$ cat config.mk
export PLATFORM = sky130hd
export DESIGN_NAME = seq_pattern_gen_flat
export DESIGN_NICKNAME = d
export VERILOG_FILES = /design/src/rtl/seq_pattern_gen_pkg.sv /design/src/rtl/seq_pattern_gen_if.sv /design/src/rtl/seq_pattern_gen_piso.sv /design/src/rtl/seq_pattern_gen.sv /design/src/flat_wrapper.sv
export SDC_FILE = /design/constraint.sdc
export NUM_CORES = 1
export LEC_CHECK = 0
export CAP_MARGIN = 20
export CORE_ASPECT_RATIO = 1.4
export CORE_MARGIN = 10
export CORE_UTILIZATION = 55
export DETAILED_ROUTE_END_ITERATION = 7
export GPL_TIMING_DRIVEN = 0
export PLACE_DENSITY_LB_ADDON = 0.25
export SETUP_SLACK_MARGIN = 0.3
export SYNTH_ARGS = -nofsm -noshare
export SYNTH_HDL_FRONTEND = slang
export SYNTH_SLANG_ARGS = --single-unit
$ cat constraint.sdc
create_clock -name clk -period 2.8 [get_ports clk]
set_input_delay 0.42 -clock clk [delete_from_list [all_inputs] [get_ports clk]]
set_output_delay 0.42 -clock clk [all_outputs]
set_load 0.1 [all_outputs]
$ cat src/rtl/seq_pattern_gen_pkg.sv
// rtl/seq_pattern_gen_pkg.sv - shared constants for the serial pattern generator
// Contents:
//   ST_*              2-bit FSM state encodings
//   IDLE_BIT_DEFAULT  line level when nothing is being transmitted
//   DET_PATTERN       4'b0110, the sequence the paired seq0110 detector looks for
package seq_gen_pkg;

  localparam logic [1:0] ST_IDLE  = 2'd0;
  localparam logic [1:0] ST_SHIFT = 2'd1;
  localparam logic [1:0] ST_GAP   = 2'd2;
  localparam logic [1:0] ST_FIN   = 2'd3;

  localparam logic       IDLE_BIT_DEFAULT = 1'b1;

  localparam logic [3:0] DET_PATTERN = 4'b0110;

endpackage

$ cat src/rtl/seq_pattern_gen_if.sv
// rtl/seq_pattern_gen_if.sv - control and serial-output bundle of seq_pattern_gen
// Signals:
//   start, abort, pattern[W], repeat_cnt[CNT_W], gap[GAP_W]  requester -> generator
//   out, out_valid, busy, done                               generator -> requester
// Modports: master (requester side), slave (generator side).
interface seq_pattern_gen_if #(
  parameter int W     = 4,
  parameter int CNT_W = 4,
  parameter int GAP_W = 4
);

  logic             start;
  logic             abort;
  logic [W-1:0]     pattern;
  logic [CNT_W-1:0] repeat_cnt;
  logic [GAP_W-1:0] gap;
  logic             out;
  logic             out_valid;
  logic             busy;
  logic             done;

  modport master (
    output start, abort, pattern, repeat_cnt, gap,
    input  out, out_valid, busy, done
  );

  modport slave (
    input  start, abort, pattern, repeat_cnt, gap,
    output out, out_valid, busy, done
  );

endinterface

$ cat src/rtl/seq_pattern_gen_piso.sv
// rtl/seq_pattern_gen_piso.sv - W-bit parallel-in serial-out shift register, MSB first
// Ports:
//   clk, rst      clock, asynchronous active-high reset
//   i_load        load i_data and restart the bit index (wins over i_shift)
//   i_shift       advance to the next lower bit
//   i_data[W]     parallel data to load
//   o_msb         bit currently presented
//   o_last        the presented bit is bit 0 of the loaded word
module seq_piso #(
  parameter int W = 4
) (
  input  logic         clk,
  input  logic         rst,
  input  logic         i_load,
  input  logic         i_shift,
  input  logic [W-1:0] i_data,
  output logic         o_msb,
  output logic         o_last
);

  localparam int IDX_W = (W > 1) ? $clog2(W) : 1;

  logic [W-1:0]     r_sreg;
  logic [IDX_W-1:0] r_idx;

  always_ff @(posedge clk or posedge rst) begin
    if (rst) begin
      r_sreg <= '0;
      r_idx  <= '0;
    end else if (i_load) begin
      r_sreg <= i_data;
      r_idx  <= '0;
    end else if (i_shift) begin
      r_sreg <= {r_sreg[W-2:0], 1'b0};
      r_idx  <= r_idx + IDX_W'(1);
    end
  end

  assign o_msb  = r_sreg[W-1];
  // r_idx counts bits already presented, so W-1 means bit 0 is on the line
  assign o_last = (r_idx == IDX_W'(W - 1));

endmodule

$ cat src/rtl/seq_pattern_gen.sv
// rtl/seq_pattern_gen.sv - repeating serial pattern transmitter with inter-repetition gap
// Ports:
//   clk       rising-edge clock
//   rst       asynchronous active-high reset
//   s_if      slave modport: start/abort/pattern/repeat_cnt/gap in,
//             out/out_valid/busy/done out (all outputs driven from flops)
module seq_pattern_gen
  import seq_gen_pkg::*;
#(
  parameter int   W        = 4,
  parameter int   CNT_W    = 4,
  parameter int   GAP_W    = 4,
  parameter logic IDLE_BIT = IDLE_BIT_DEFAULT
) (
  input  logic               clk,
  input  logic               rst,
  seq_pattern_gen_if.slave   s_if
);

  logic [1:0]       r_state;
  logic [1:0]       w_state_nxt;
  logic [W-1:0]     r_pattern;
  logic [CNT_W-1:0] r_rep_left;
  logic [GAP_W-1:0] r_gap_len;
  logic [GAP_W-1:0] r_gap_cnt;
  logic             r_out_valid;
  logic             r_busy;
  logic             r_done;

  logic             w_accept;
  logic             w_rep_end;
  logic             w_load;
  logic             w_shift;
  logic [W-1:0]     w_load_data;
  logic             w_piso_msb;
  logic             w_piso_last;

  // abort in the same cycle as start keeps the generator idle
  assign w_accept = (r_state == ST_IDLE) && s_if.start && !s_if.abort &&
                    (s_if.repeat_cnt != '0);

  // bit 0 of a repetition that is not the final one
  assign w_rep_end = (r_state == ST_SHIFT) && !s_if.abort && w_piso_last &&
                     (r_rep_left != CNT_W'(1));

  always_comb begin
    w_state_nxt = r_state;
    w_load      = 1'b0;
    w_shift     = 1'b0;
    w_load_data = r_pattern;
    case (r_state)
      ST_IDLE: begin
        if (w_accept) begin
          w_state_nxt = ST_SHIFT;
          w_load      = 1'b1;
          w_load_data = s_if.pattern;
        end
      end
      ST_SHIFT: begin
        if (s_if.abort) begin
          w_state_nxt = ST_IDLE;
        end else if (!w_piso_last) begin
          w_shift = 1'b1;
        end else if (r_rep_left == CNT_W'(1)) begin
          w_state_nxt = ST_FIN;
        end else if (r_gap_len != '0) begin
          w_state_nxt = ST_GAP;
        end else begin
          // back-to-back: reload so the next MSB follows bit 0 with no bubble
          w_load = 1'b1;
        end
      end
      ST_GAP: begin
        if (s_if.abort) begin
          w_state_nxt = ST_IDLE;
        end else if (r_gap_cnt == GAP_W'(1)) begin
          w_state_nxt = ST_SHIFT;
          w_load      = 1'b1;
        end
      end
      ST_FIN:  w_state_nxt = ST_IDLE;
      default: w_state_nxt = ST_IDLE;
    endcase
  end

  always_ff @(posedge clk or posedge rst) begin
    if (rst) begin
      r_state     <= ST_IDLE;
      r_pattern   <= '0;
      r_rep_left  <= '0;
      r_gap_len   <= '0;
      r_gap_cnt   <= '0;
      r_out_valid <= 1'b0;
      r_busy      <= 1'b0;
      r_done      <= 1'b0;
    end else begin
      r_state     <= w_state_nxt;
      // status flags are registered from the next state so they line up with it
      r_busy      <= (w_state_nxt != ST_IDLE);
      r_out_valid <= (w_state_nxt == ST_SHIFT);
      r_done      <= (w_state_nxt == ST_FIN);
      if (w_accept) begin
        r_pattern  <= s_if.pattern;
        r_rep_left <= s_if.repeat_cnt;
        r_gap_len  <= s_if.gap;
      end
      if (w_rep_end) begin
        r_rep_left <= r_rep_left - CNT_W'(1);
        r_gap_cnt  <= r_gap_len;
      end else if (r_state == ST_GAP) begin
        r_gap_cnt  <= r_gap_cnt - GAP_W'(1);
      end
    end
  end

  seq_piso #(
    .W (W)
  ) u_piso (
    .clk     (clk),
    .rst     (rst),
    .i_load  (w_load),
    .i_shift (w_shift),
    .i_data  (w_load_data),
    .o_msb   (w_piso_msb),
    .o_last  (w_piso_last)
  );

  // selection between two flops only; nothing from the inputs reaches out
  assign s_if.out       = r_out_valid ? w_piso_msb : IDLE_BIT;
  assign s_if.out_valid = r_out_valid;
  assign s_if.busy      = r_busy;
  assign s_if.done      = r_done;

endmodule
$ cat src/flat_wrapper.sv
// flat-port wrapper written by rule: the top's interface ports become plain ports
module seq_pattern_gen_flat import seq_gen_pkg::*;
#(
  parameter int   W        = 4,
  parameter int   CNT_W    = 4,
  parameter int   GAP_W    = 4,
  parameter logic IDLE_BIT = IDLE_BIT_DEFAULT
)
  (clk, rst, s_if_start, s_if_abort, s_if_pattern, s_if_repeat_cnt, s_if_gap, s_if_out, s_if_out_valid, s_if_busy, s_if_done);
  seq_pattern_gen_if #(.W(W), .CNT_W(CNT_W), .GAP_W(GAP_W)) s_if_i ();
  input  logic clk;
  input  logic rst;
  input wire logic [$bits(s_if_i.start)-1:0] s_if_start;
  input wire logic [$bits(s_if_i.abort)-1:0] s_if_abort;
  input wire logic [$bits(s_if_i.pattern)-1:0] s_if_pattern;
  input wire logic [$bits(s_if_i.repeat_cnt)-1:0] s_if_repeat_cnt;
  input wire logic [$bits(s_if_i.gap)-1:0] s_if_gap;
  output wire logic [$bits(s_if_i.out)-1:0] s_if_out;
  output wire logic [$bits(s_if_i.out_valid)-1:0] s_if_out_valid;
  output wire logic [$bits(s_if_i.busy)-1:0] s_if_busy;
  output wire logic [$bits(s_if_i.done)-1:0] s_if_done;
  assign s_if_i.start = s_if_start;
  assign s_if_i.abort = s_if_abort;
  assign s_if_i.pattern = s_if_pattern;
  assign s_if_i.repeat_cnt = s_if_repeat_cnt;
  assign s_if_i.gap = s_if_gap;
  assign s_if_out = s_if_i.out;
  assign s_if_out_valid = s_if_i.out_valid;
  assign s_if_busy = s_if_i.busy;
  assign s_if_done = s_if_i.done;
  seq_pattern_gen #(.W(W), .CNT_W(CNT_W), .GAP_W(GAP_W), .IDLE_BIT(IDLE_BIT)) u_core (.clk(clk), .rst(rst), .s_if(s_if_i));
endmodule
==> results.cfg <==
[outcome]
outcome = finished clean

[yosys]
synth_common_cells = 27 x dfrtp_1, 9 x inv_1, 9 x nor2_1
ys_ff_latch = 27
synth_edf_count = 0
synth_fp_nets = 137
syn_inst = 116
synth_largest_area_cell = dfrtp_1
synth-seq-area-share = 0.499
synthTopCellsByArea = dfrtp_1 50%, mux2_2 6.7%, ha_1 4.6%
synth_top_area_frac = 0.499
synth_flop_cell = dfrtp_1
synthDistinctLibCells = 38
yosys_warnings = 0
synthArstFlopShare = 1.00
syn_area_mm2 = 0.00135
yosysMostFrequentCell = dfrtp_1
syn_avg_cell_area_um2 = 11.7

[placed_design]
portBuffers = 19
dp_hpwl_um = 2010
globalplace.congestion = 0.796

[grt]
antenna_found_initial = 0
overflow = 0
first_global_vias = 1076
grt_pass1_wl_um = 4840
grtUsageTotal = 0.125
grt_max_degree = 28

[timing]
hold_viol = 0
maxSlewViolCount = 0
fin_crit_ps = 2340
setup_tns_ps = 0
setup_viol = 0
fin_crit_sh = 0.837
tightest_slew_ps = 972
max_freq_mhz = 426
fin_skew_ps = 8.58
rsz0062_at_grt = no
maxSlewHeadroom = 0.350

[route]
postRouteAntennaNets = 0
drc = 0
drt_iter0_markers = 45
vias_per_cell = 6.01
wl_per_cell_um = 16.4
first_pass_iters = 4
via_count = 979
drt-total-wl_um = 2670

[layout]
regArea_um2 = 676
area_growth_pct = 20.1
nNetsFinal = 162
fillers = 180
postLayoutCoreUtil = 0.688
n_antenna_cell = 0
drive_gt1_frac = 0.143
multi_input_area_um2 = 629

[setup_path]
crit_path_start = u_core.s_if.out_valid
worstSetupPathType = register to primary output
critPathCaptureType = primary output
worst-endpoint-required_ps = 2380
path_max_fanout = 2
rr_startpoint = u_core.r_state[0]
arrival_ps = 1920
start_kind = register

[cts]
cts.clk_slew.worst_paths_ps = 140
numCtsBuffers = 3
clock-sinks = 27
cts.path.max_buffers = 2
cts_max_level = 1
post_cts.repair.setup_buffers = 0
cts_tree = yes
holdBufCountCts = 0
insertion_delay_ps = 320
root_buffer = clkbuf_4
post_cts_resized = 0

[job]
max_cap_viol_count = 0

[die]
ios = 20
start_util = 0.572
row_count = 21
die_h_um = 78.7
core_area_mm2 = 0.00236
die_area_mm2 = 0.00487
die_x_um = 61.9

[min_path]
hold_class = input pin to asynchronous set/reset pin

[pwr]
ir_drop_uv = 442
power.density_mw_per_mm2 = 764
leakage_nw = 0.726
-- kinds of logic after synthesis --
kind of cell               after synthesis  share of synthesized area
and+or+nand+nor                         35                      0.163
DFF                                     27                      0.499
AOI/OAI and AO/OA                       21                      0.118
muxes                                   13                      0.112
buffers and inverters                   11                     0.0360
adders and majority gates                5                     0.0462
xor gates and xnor gates                 4                     0.0259
-- registers in the layout, indices dropped and copies added, names as in the netlist --
| register | flops |
|---|---|
| u_core.s_if.out_valid | 1 |
| u_core.r_gap_len | 4 |
| u_core.r_rep_left | 4 |
| u_core.u_piso.r_sreg | 4 |
| u_core.s_if.done | 1 |
| u_core.r_pattern | 4 |
| u_core.u_piso.r_idx | 2 |
| u_core.r_state | 2 |
| u_core.s_if.busy | 1 |
| u_core.r_gap_cnt | 4 |
-- stage by stage --
stage          instance area [µm²]  hold slack, ps  total power, mW  instances  setup WS [ps]
2_1_floorplan                 1350             446            0.957        116            683
3_3_place_gp                  1570             459             1.06        158            193
3_5_place_dp                  1570             484             1.08        158            198
4_1_cts                       1600             514             1.24        162            454
5_1_grt                       1630             352             1.35        163            381
6_report                      1630             331             1.24        163            455
-- final timing paths --
kind / depth (start not counted) / slack, ps / end
worst max-delay path: 2 / 460 / s_if_out
worst min-delay path: 2 / 330 / u_core.r_pattern[0]
worst max register to register: 5 / 620 / u_core.u_piso.r_sreg[1]
worst min register to register: 1 / 510 / u_core.r_pattern[1]
max in group asynchronous: 3 / 2070 / u_core.r_gap_cnt[0]
min in group clk: 1 / 510 / u_core.r_pattern[1]
-- worst max-delay path: stages (launching register included) --
cell and delay, ps:
dfrtp_1 400, nand2b_1 70, clkdlybuf4s50_1 1130
-- power by group --
group / switching, mW / internal [mW]
Sequential: 0.0951 / 0.518
Clock: 0.109 / 0.0558
Combinational: 0.234 / 0.229
-- placed cells by master, fill, tap and decap left out, types with 2 or more instances in the layout --
cell,netlist,layout
nor2b_1,2,2
nor3b_1,3,3
a221o_1,5,5
dfrtp_1,27,27
o221ai_1,2,2
or3b_2,2,2
mux2_4,2,2
nor3_1,2,2
clkbuf_4,0,3
inv_1,9,9
ha_1,5,5
nand2_1,5,5
clkdlybuf4s50_1,0,19
nand2b_1,2,2
and2_1,2,2
o21ai_0,5,5
mux2_2,8,8
clkbuf_1,1,2
mux2i_1,2,2
xnor2_1,3,3
nor2_1,9,9
a32oi_1,2,2
-- final cells by class --
| cell class | count | share of cell area |
|---|---|---|
| sequential | 27 | 0.415 |
| timing repair buffer | 20 | 0.134 |
| buffer | 2 | 0.00923 |
| tap | 23 | 0.0177 |
| multi-input combinational | 78 | 0.387 |
| clock buffer | 4 | 0.0162 |
| inverter | 9 | 0.0208 |
-- routing by layer --
metal | up-vias | global-route usage | part of all wire
li1 | 469 | - | -
met1 | 486 | 0.148 | 0.41
met2 | 20 | 0.215 | 0.54
met3 | 4 | 0.0239 | 0.036
met4 | 0 | 0.0381 | 0.0094
met5 | - | 0 | 0
Note: power is estimated with default switching activity, not from simulation.
